[src/rtl/rng_pkg.sv]
// Shared types and defaults for the octal random generator sequencer.
package rng_pkg;

   localparam int NUM_DIGITS_D  = 5;
   localparam int DIGIT_W_D     = 3;
   localparam int SETTLE_CYC_D  = 2;
   localparam int TIMEOUT_CYC_D = 32;

   typedef enum logic [2:0] {
      ST_IDLE    = 3'd0,
      ST_KICK    = 3'd1,
      ST_WAIT    = 3'd2,
      ST_SETTLE  = 3'd3,
      ST_CAPTURE = 3'd4,
      ST_DONE    = 3'd5,
      ST_ERROR   = 3'd6
   } state_t;

   // Width of a counter that must hold 0..max_val; never narrower than 1 bit.
   function automatic int cnt_width(input int max_val);
      int w;
      w = $clog2(max_val + 1);
      return (w < 1) ? 1 : w;
   endfunction

endpackage

[src/rtl/rng_digit_bank.sv]
// Captured digit register bank with load enable, flat output and indexed read port.
module rng_digit_bank
   import rng_pkg::*;
#(
   parameter int NUM_DIGITS = NUM_DIGITS_D,
   parameter int DIGIT_W    = DIGIT_W_D,
   parameter int IDX_W      = 3
) (
   input  logic                          clk,
   input  logic                          rst,
   input  logic                          load,
   input  logic [NUM_DIGITS*DIGIT_W-1:0] din,
   output logic [NUM_DIGITS*DIGIT_W-1:0] digits,
   input  logic [IDX_W-1:0]              rd_idx,
   output logic [DIGIT_W-1:0]            rd_data
);

   always_ff @(posedge clk or posedge rst) begin
      if (rst)
         digits <= '0;
      else if (load)
         digits <= din;
   end

   // Out-of-range indices read as zero.
   always_comb begin
      rd_data = '0;
      for (int i = 0; i < NUM_DIGITS; i++) begin
         if (rd_idx == IDX_W'(i))
            rd_data = digits[i*DIGIT_W +: DIGIT_W];
      end
   end

endmodule

[src/rtl/random_gen_ctrl.sv]
// Sequencer: kicks the octal random generator, waits for done with timeout,
// settles, then snapshots the digits into the local bank.
//
// state   | meaning
// IDLE    | no result yet, waiting for req rising edge
// KICK    | one cycle, gen_s0 asserted
// WAIT    | waiting for done at address NUM_DIGITS, timeout counter running
// SETTLE  | letting the LFSR outputs stabilise
// CAPTURE | loading gen_data into the bank
// DONE    | digits valid, waiting for next request
// ERROR   | generator timed out, waiting for next request
module random_gen_ctrl
   import rng_pkg::*;
#(
   parameter int NUM_DIGITS  = NUM_DIGITS_D,
   parameter int DIGIT_W     = DIGIT_W_D,
   parameter int SETTLE_CYC  = SETTLE_CYC_D,
   parameter int TIMEOUT_CYC = TIMEOUT_CYC_D
) (
   input  logic                          clk,
   input  logic                          rst,
   input  logic                          req,
   output logic                          gen_s0,
   input  logic                          gen_done,
   input  logic [7:0]                    gen_addr,
   input  logic [NUM_DIGITS*DIGIT_W-1:0] gen_data,
   output logic                          busy,
   output logic                          valid,
   output logic                          ack,
   output logic                          error,
   output logic [NUM_DIGITS*DIGIT_W-1:0] digits,
   input  logic [2:0]                    rd_idx,
   output logic [DIGIT_W-1:0]            rd_data
);

   localparam int CNT_W = cnt_width(TIMEOUT_CYC);
   localparam int SET_W = cnt_width(SETTLE_CYC);

   state_t           state;
   logic             req_q;
   logic             req_rise;
   logic             done_ok;
   logic [CNT_W-1:0] cnt;
   logic [SET_W-1:0] scnt;

   assign req_rise = req & ~req_q;
   // The first WAIT cycle (cnt == 0) never accepts a done left over from the last run.
   assign done_ok  = gen_done && (gen_addr == 8'(NUM_DIGITS)) && (cnt != '0);

   always_ff @(posedge clk or posedge rst) begin
      if (rst) begin
         state  <= ST_IDLE;
         req_q  <= 1'b0;
         gen_s0 <= 1'b0;
         busy   <= 1'b0;
         valid  <= 1'b0;
         ack    <= 1'b0;
         error  <= 1'b0;
         cnt    <= '0;
         scnt   <= '0;
      end else begin
         req_q <= req;
         ack   <= 1'b0;
         case (state)
            ST_IDLE, ST_DONE, ST_ERROR: begin
               if (req_rise) begin
                  state  <= ST_KICK;
                  gen_s0 <= 1'b1;
                  busy   <= 1'b1;
                  valid  <= 1'b0;
                  error  <= 1'b0;
               end
            end
            ST_KICK: begin
               state  <= ST_WAIT;
               gen_s0 <= 1'b0;
               cnt    <= '0;
            end
            ST_WAIT: begin
               cnt <= cnt + 1'b1;
               if (done_ok) begin
                  if (SETTLE_CYC == 0) begin
                     state <= ST_CAPTURE;
                  end else begin
                     state <= ST_SETTLE;
                     scnt  <= SET_W'(SETTLE_CYC - 1);
                  end
               end else if (cnt == CNT_W'(TIMEOUT_CYC - 1)) begin
                  state <= ST_ERROR;
                  error <= 1'b1;
                  busy  <= 1'b0;
               end
            end
            ST_SETTLE: begin
               if (scnt == '0)
                  state <= ST_CAPTURE;
               else
                  scnt <= scnt - 1'b1;
            end
            ST_CAPTURE: begin
               state <= ST_DONE;
               valid <= 1'b1;
               ack   <= 1'b1;
               busy  <= 1'b0;
            end
            default: begin
               state  <= ST_IDLE;
               gen_s0 <= 1'b0;
               busy   <= 1'b0;
            end
         endcase
      end
   end

   rng_digit_bank #(
      .NUM_DIGITS (NUM_DIGITS),
      .DIGIT_W    (DIGIT_W),
      .IDX_W      (3)
   ) u_bank (
      .clk     (clk),
      .rst     (rst),
      .load    (state == ST_CAPTURE),
      .din     (gen_data),
      .digits  (digits),
      .rd_idx  (rd_idx),
      .rd_data (rd_data)
   );

endmodule

[config.mk]
export PLATFORM = sky130hd
export DESIGN_NAME = random_gen_ctrl
export DESIGN_NICKNAME = d
export VERILOG_FILES = /design/src/rtl/rng_pkg.sv /design/src/rtl/rng_digit_bank.sv /design/src/rtl/random_gen_ctrl.sv
export SDC_FILE = /design/constraint.sdc
export NUM_CORES = 1
export LEC_CHECK = 0
export BUFFER_PORTS_ARGS = -buffer_cell sky130_fd_sc_hd__buf_4
export CAP_MARGIN = 15
export CORE_AREA = 3 3 64 66
export CTS_BUF_LIST = sky130_fd_sc_hd__clkbuf_4 sky130_fd_sc_hd__clkbuf_8
export DETAILED_ROUTE_END_ITERATION = 12
export DIE_AREA = 0 0 67 69
export GPL_TIMING_DRIVEN = 0
export PLACE_DENSITY = 0.76
export SKIP_CTS_REPAIR_TIMING = 1
export SLEW_MARGIN = 20
export SYNTH_ARGS = -nofsm -noshare
export SYNTH_HDL_FRONTEND = slang
export SYNTH_SLANG_ARGS = --single-unit
export TNS_END_PERCENT = 10
[constraint.sdc]
create_clock -name clk -period 1.36 [get_ports clk]
set_clock_uncertainty 0.05 [all_clocks]
set_input_delay 0.204 -clock clk [delete_from_list [all_inputs] [get_ports clk]]
set_output_delay 0.204 -clock clk [all_outputs]
set_load 0.01 [all_outputs]
-- After elaboration in Yosys (flattened, before gate mapping)
Cells that the tools add are included.
- reduce and logical (&&, ||, !) cells: 19
- equality and inequality tests: 19
- bitwise gates (word level): 4
- mux-type cells: 25
- add/sub/neg operators: 2
- operators by type and width (kind ; number):
    $mux 3 ; 9
    $pmux 3 s5 ; 1
    $eq 3x2->1 const B ; 4
    $eq 3x3->1 const B ; 4
    $ne 2x2->1 const B ; 6
    $pmux 6 s2 ; 1
    $eq 8x3->1 const B ; 1
    $reduce_and 4->1 ; 2
    $reduce_bool 2->1 ; 4
    $mux 1 ; 7
    $add 6x1->6 const B ; 1
    $eq 3x1->1 const B ; 2
    $eq 6x5->1 const B ; 1
    $logic_not 3->1 ; 2
    $pmux 1 s2 ; 3
    $reduce_and 3->1 ; 2
    $reduce_bool 6->1 ; 1
    $reduce_or 3->1 ; 2
    $mux 2 ; 2
    $pmux 2 s2 ; 1
    $reduce_and 2->1 ; 2
    $ne 3x3->1 const B ; 1
    $not 1->1 ; 3
    $pmux 1 s3 ; 1
    other kinds (5) ; 6
- bits of input ports: 30
- output and inout bits: 23
- register bits: 32
- word-level logic and storage cells: 79

-- Longest topological paths before layout
Gate-level depths: netlist of the first run.
- depth in word-level cells: 6
- mapped depth: 6
- gate-level depth less buffers: 6

-- Hierarchy
Synthesis of the first run repeated with hierarchy kept, for this count alone.
- cells, all modules: 154
- area total of the unflattened synthesis: 1701.6 sq um
- by module, submodules not included (module ; cells an instance ; area an instance (sq um) ; sequential area each (sq um) ; instances):
    random_gen_ctrl ; 103 ; 978.4 ; 425.4 ; 1
    rng_digit_bank ; 51 ; 723.2 ; 375.4 ; 1

-- Least setup slack after synthesis of the first run
OpenSTA, ideal clock, no wires.
- kind: register to register
- start: register state[0]
- end: register u_bank.digits[0]
- setup time: 0.128 ns
- buffers on the path: 1
- required time: 1.182 ns
- cell stages (with the launch flop): 6
- slack: -0.130 ns
- arrival time: 1.312 ns
- clock period less this slack: 1.490 ns
- cells stage by stage: dfrtp_1 -> inv_1 -> nand2_1 -> nor2_4 -> buf_4 -> mux2_1
- longest elaborated chain between the ends: 1
- ends and longest elaborated chain (element ; RTL line ; text):
    start, declared ; random_gen_ctrl.sv:39 ; state_t state;
    start signal, assigned ; random_gen_ctrl.sv:52 ; state <= ST_IDLE;
    start signal, assigned ; random_gen_ctrl.sv:67 ; state <= ST_KICK;
    start signal, assigned ; random_gen_ctrl.sv:75 ; state <= ST_WAIT;
    $eq 3x3->1 ; random_gen_ctrl.sv:122 ; .load (state == ST_CAPTURE),
    via u_bank.load ; rng_digit_bank.sv:11 ; input logic load,
    end signal, assigned ; rng_digit_bank.sv:22 ; digits <= din;
    end, declared ; rng_digit_bank.sv:13 ; output logic [NUM_DIGITS*DIGIT_W-1:0] digits,
The timed path passes the listed nets, and every way through them passes these cells.
A chain may end at the register's enable or synchronous reset.

-- Final worst setup path of the first run
- start: register u_bank.digits[0]
- end: output port rd_data[0]
- longest elaborated chain between the ends: 5
- ends and longest elaborated chain (element ; RTL line ; text):
    $mux 3 (5 in a row) ; rng_digit_bank.sv:29 ; if (rd_idx == IDX_W'(i))
    end, declared ; random_gen_ctrl.sv:33 ; output logic [DIGIT_W-1:0] rd_data
Every way passes these cells.

==> reports/qor.yml, run 1 <==
outcome: "finished, violations left"
violations: "negative hold slack, negative setup slack"
ys_types: 45
p_leak_nw: 1.19
synth_area_leaders: "dfrtp_1 48%, mux2_1 8.7%, a21oi_1 3.3%, ha_1 2.2%, nor2_1 2.2%"
place_area_mm2: 0.00214
ys_seq_area_share_pct: 47.7
relSlewSlack_pct: 54.9
fin_crit_ps: 1540
synth_fa_ha_area_share_pct: 2.24
arrival_ps: 1290
synth_top_family_by_area: "compound AO/OA/AOI/OAI gates"
cap_violations: 0
pwr_density_cell_mw_per_mm2: 1940
required_ps: 1110
vias: 1551
design_area_mm2: 0.00245
layout-drive-gt1-share_pct: 45.5
fmax_ghz: 0.650
fp.dieH_um: 69
dp.cells: 261
vias_per_cell: 5.56
ys_ff_latch: 32
synth_top_area_cell: "dfrtp_1"
clock_latency_ps: 300
layout_commonest_cell: "buf_4"
syn_area_mm2: 0.00168
path_clk_slew_ps: 80
numCtsBuffers: 5
syn_to_final_growth_pct: 45.8
core_mm2: 0.00363
io_pins: 53
cts_htree_levels: 2
instances_no_fill: 279
drt-wirelength-per-cell_um: 14.6
final_core_util_pct: 67.4
die_area_mm2: 0.00462
final_cell_mix: "60 x buf_4, 29 x dfrtp_1, 12 x mux2_4"
wl_um: 4070
setup_ws_ps: -179
antenna_found_initial: 0
clkSinkCount: 32
fin_crit_sh_pct: 113
gp_congestion: 0.841
num_rows: 22
grt_max_degree: 33
syn_inst: 162
diodes: 0
startpoint_type: "flop"
synth_compound_area_share_pct: 18.0
yosysTopAreaCellShare_pct: 47.7
cts_root_buffer: "clkbuf_8"
drc: 0
grt_pass1_wl_um: 6360
synth_nets: 195
synthXorXnorAreaFrac_pct: 0.522
hold_class: "input port to asynchronous set/reset pin"
rsz0062_at_grt: "yes"
crit_type: "flop to output pin"
hold_slack_ps: -38.9
cts_tree: "yes"
grt_pass1_vias: 1420
numPortBuffers: 51
muxShareOfSynthArea_pct: 11.8
synthArstFlopShare_pct: 100
fin_setup_tns_ps: -815
dr.pass1.iters: 4
timing.rr.end: "state[2]"
overflow: 0
drt_first_iter_violations: 35
setup_viol: 9
end_kind: "output pin"
hold_violations: 32
drv_slew: 0
grt_util_all_layers_pct: 17.6
ir_drop_mv: 1.04
reg2reg_depth: 4
rrSetupSlack_ps: -110
yosysWarnings: 0
worstPathMaxFanout: 3
fillCellCount: 299
r2r_start: "cnt[0]"
ant_nets: 0
synth.avg_cell_area_um2: 10.4
fin_nets: 263
synth-edff-count: 0
synthSimpleGateAreaFrac_pct: 15.1
ys.flop_type: "dfrtp_1"
die-width_um: 67
worstMarginPinSlew_ps: 676
cts.path.max_buffers: 2
dpl.hpwl_um: 2770
start_util_pct: 46.2
cells in the mapped netlist (3+ instances only):
cell / instances
o21ai_0: 6
dfrtp_1: 32
a21oi_1: 11
nand3_1: 3
inv_1: 8
nor2b_1: 4
o211ai_1: 3
mux2i_1: 3
nor3_1: 6
ha_1: 3
buf_2: 5
nand2_1: 7
a31oi_1: 3
a22oi_1: 4
nand2b_1: 4
o22ai_1: 5
nor2_1: 10
mux2_1: 13
cell type report:
class | instances | area [um^2] | area share, %
inverters | 9 | 33.8 | 1.38
well taps | 48 | 60.1 | 2.45
flip-flops and latches | 32 | 805 | 32.9
repair buffers | 62 | 489 | 20.0
plain buffers | 8 | 60.1 | 2.45
clock inverters | 1 | 30.0 | 1.23
clock buffers | 7 | 96.3 | 3.93
multi-input cells | 112 | 875 | 35.7
metrics by stage:
step           hold WS, ps  power (mW)  setup slack (ps)
6_report             -38.9        4.75              -179
5_1_grt               22.6        5.09              -274
4_1_cts              -25.3        4.45              -231
3_5_place_dp           274        3.44              -223
3_3_place_gp           273        3.40              -195
2_1_floorplan          185        2.77             -45.3
power breakdown:
part,total (mW),switching [mW],internal [mW]
logic,2.13,0.989,1.14
registers,1.60,0.309,1.29
clock network,1.02,0.374,0.646
how the worst max path moves through the flow:
stage | end | slack (ps) | depth (start not counted) | startpoint
finish | rd_data[0] | -180 | 5 | u_bank.digits[0]
global route | rd_data[1] | -270 | 5 | u_bank.digits[4]
CTS | u_bank.digits[13] | -230 | 5 | state[0]
detailed placement | u_bank.digits[13] | -220 | 5 | state[0]
global placement | u_bank.digits[0] | -190 | 5 | state[0]
floorplan | u_bank.digits[0] | -50 | 5 | state[0]
metal layers:
layer | vias to the layer above | part of all wire [%] | global-route usage, %
met5 | - | 0 | 0
met4 | 0 | 1.7 | 8.33
met2 | 56 | 47 | 29.1
met3 | 8 | 6.9 | 3.42
li1 | 728 | - | -
met1 | 759 | 44 | 21.6
state kept, by name, summed over array words and instances, names as in the netlist:
name and cells:
error 1, req_q 1, u_bank.digits 15, gen_s0 1, scnt 2, state 3
ack 1, valid 1, cnt 6, busy 1
cells by family (layout without fill, tap and decap cells):
family	after synthesis	count (layout)
compound gates	45	45
simple gates	45	45
flops	32	32
mux	18	18
buf+inv	18	87
fa+ha+maj	3	3
xor+xnor	1	1
worst max-delay path, stage by stage (launching register included):
cell and delay, ps:
dfrtp_1 390, mux2i_1 160, nor2_1 60, a31oi_1 140, o22ai_1 90, buf_4 150
(Power assumes the default switching activity.)
==> run 2, diff against run 1 <==
--- a/config.mk
+++ b/config.mk
@@ -12,6 +12,7 @@
 export DETAILED_ROUTE_END_ITERATION = 12
 export DIE_AREA = 0 0 67 69
 export GPL_TIMING_DRIVEN = 0
+export MAX_ROUTING_LAYER = met4
 export PLACE_DENSITY = 0.76
 export SKIP_CTS_REPAIR_TIMING = 1
 export SLEW_MARGIN = 20
==> reports/qor.yml, run 2 (synthesis results as in run 1) <==
largest_reg_flops: 15  # unchanged
route.met3.wl_um: 305  # +8.2%
grt_pass1_wl_um: 6350  # -0.20%
top_register: "u_bank.digits"
rsz0062_at_grt: "yes"
relSlewSlack_pct: 54.7  # -0.17 points
grt_util_all_layers_pct: 18.1  # +0.45 points
instances_no_fill: 281  # +0.72%
worstMarginPinSlew_ps: 679  # +2.58 ps
layout_commonest_cell: "buf_4"
antenna_found_initial: 0  # unchanged
arrival_ps: 1280  # about the same
p_total_mw: 4.74  # -0.33%
pwr_density_cell_mw_per_mm2: 1940  # -0.13%
required_ps: 1110  # about the same
outcome: "finished, violations left"
ir_drop_mv: 1.08  # +3.5%
dpl.hpwl_um: 2770  # unchanged
ant_nets: 0  # unchanged
cts_tree: "yes"
hold_violations: 32  # unchanged
hold_class: "input port to asynchronous set/reset pin"
drt-wirelength-per-cell_um: 14.6  # +0.22%
gp_congestion: 0.854  # +1.5%
fp.dieH_um: 69  # unchanged
cts.path.max_buffers: 2  # unchanged
drv_slew: 0  # unchanged
diodes: 0  # unchanged
numCtsBuffers: 5  # unchanged
violations: "negative hold slack, negative setup slack"
grt_max_degree: 33  # unchanged
path_clk_slew_ps: 70  # about the same
die-width_um: 67  # unchanged
dp.cells: 261  # unchanged
fin_nets: 265  # +0.76%
final_cell_mix: "64 x buf_4, 29 x dfrtp_1, 11 x a21oi_1"
post-place-ws_ps: -223  # unchanged
start_util_pct: 46.2  # unchanged
setup_viol: 8  # -1
vias_per_cell: 5.54  # -0.33%
syn_to_final_growth_pct: 45.5
cts_root_buffer: "clkbuf_8"
overflow: 0  # unchanged
dr_wl_met2_um: 2020  # +5.1%
clock_latency_ps: 290  # about the same
wl_met1_um: 1740  # -3.4%
drc: 0  # unchanged
top_layer_used: "met4"
setup_ws_ps: -175  # +4.17 ps
cts_htree_levels: 2  # unchanged
design_area_mm2: 0.00244  # -0.20%
wl_um: 4110  # +0.93%
drt_first_iter_violations: 37  # +5.7%
largestRegisters: "u_bank.digits: 15 flops, cnt: 6 flops, state: 3 flops"
fin_setup_tns_ps: -737  # +78.7 ps
worstPathMaxFanout: 3  # unchanged
dr.pass1.iters: 6  # +2
startpoint_type: "flop"
p_leak_nw: 1.19  # +0.28%
core_mm2: 0.00363  # unchanged
place_area_mm2: 0.00214  # unchanged
crit_type: "flop to output pin"
fin_crit_ps: 1540  # -4.17 ps
io_pins: 53  # unchanged
grt_pass1_vias: 1422  # +0.14%
fin_crit_sh_pct: 113  # -0.31 points
layout-drive-gt1-share_pct: 44.2  # -1.2 points
end_kind: "output pin"
vias: 1557  # +0.39%
hold_slack_ps: -30.1  # +8.77 ps
die_area_mm2: 0.00462  # unchanged
num_rows: 22  # unchanged
fmax_ghz: 0.651  # +0.27%
cap_violations: 0  # unchanged
numPortBuffers: 51  # unchanged
fillCellCount: 306  # +2.3%
clkSinkCount: 32  # unchanged
run 2: changes by cell type in the layout (fill, tap and decap cells not counted), moves of 2 or more:
cell	before	now
mux2_1	3	10
buf_4	60	64
o21ai_1	2	4
mux2_4	12	3
o21ai_0	6	4
mux2_2	0	2
run 2: critical path, stage by stage (launching register included):
cell and delay [ps]:
dfrtp_1 390, mux2i_1 160, nor2_1 60, a31oi_1 140, o22ai_1 90, buf_4 150
run 2: where the power goes:
group	leakage [nW]	switching (mW)	internal (mW)
combinational	0.714	1.01	1.12
clock	0.0645	0.359	0.646
sequential	0.414	0.310	1.29
total	1.19	1.68	3.05
run 2: area by class of cell:
class	count	area [um^2]	share of cell area, %
sequential	32	805	32.9
tap	48	60.1	2.46
clock buffer	7	96.3	3.94
multi-input combinational	112	856	35.0
buffer	8	62.6	2.56
inverter	9	33.8	1.38
clock inverter	1	30.0	1.23
timing repair buffer	64	500	20.5
run 2: routing by layer:
layer / global-route usage, % / vias to the layer above
met5: - / -
met4: 8.33 / 0
met3: 3.42 / 5
met2: 29.3 / 56
met1: 21.4 / 766
li1: - / 730
run 2: through the flow:
step	util [%]	hold WS, ps
floorplan	-	185
global placement	58.8	273
detailed placement	58.8	274
CTS	62.3	-25.3
global route	67.3	20.9
finish	67.3	-30.1
run 2: path summary, 6_finish.rpt:
check	startpoint	endpoint	slack, ps	cells after the start
min	rst	ack	-30	2
min reg2reg	valid	valid	430	1
max	u_bank.digits[0]	rd_data[0]	-180	5
max reg2reg	cnt[0]	state[0]	-80	6
min in group clk	gen_data[5]	u_bank.digits[5]	90	2
max in group asynchronous	rst	cnt[1]	810	2
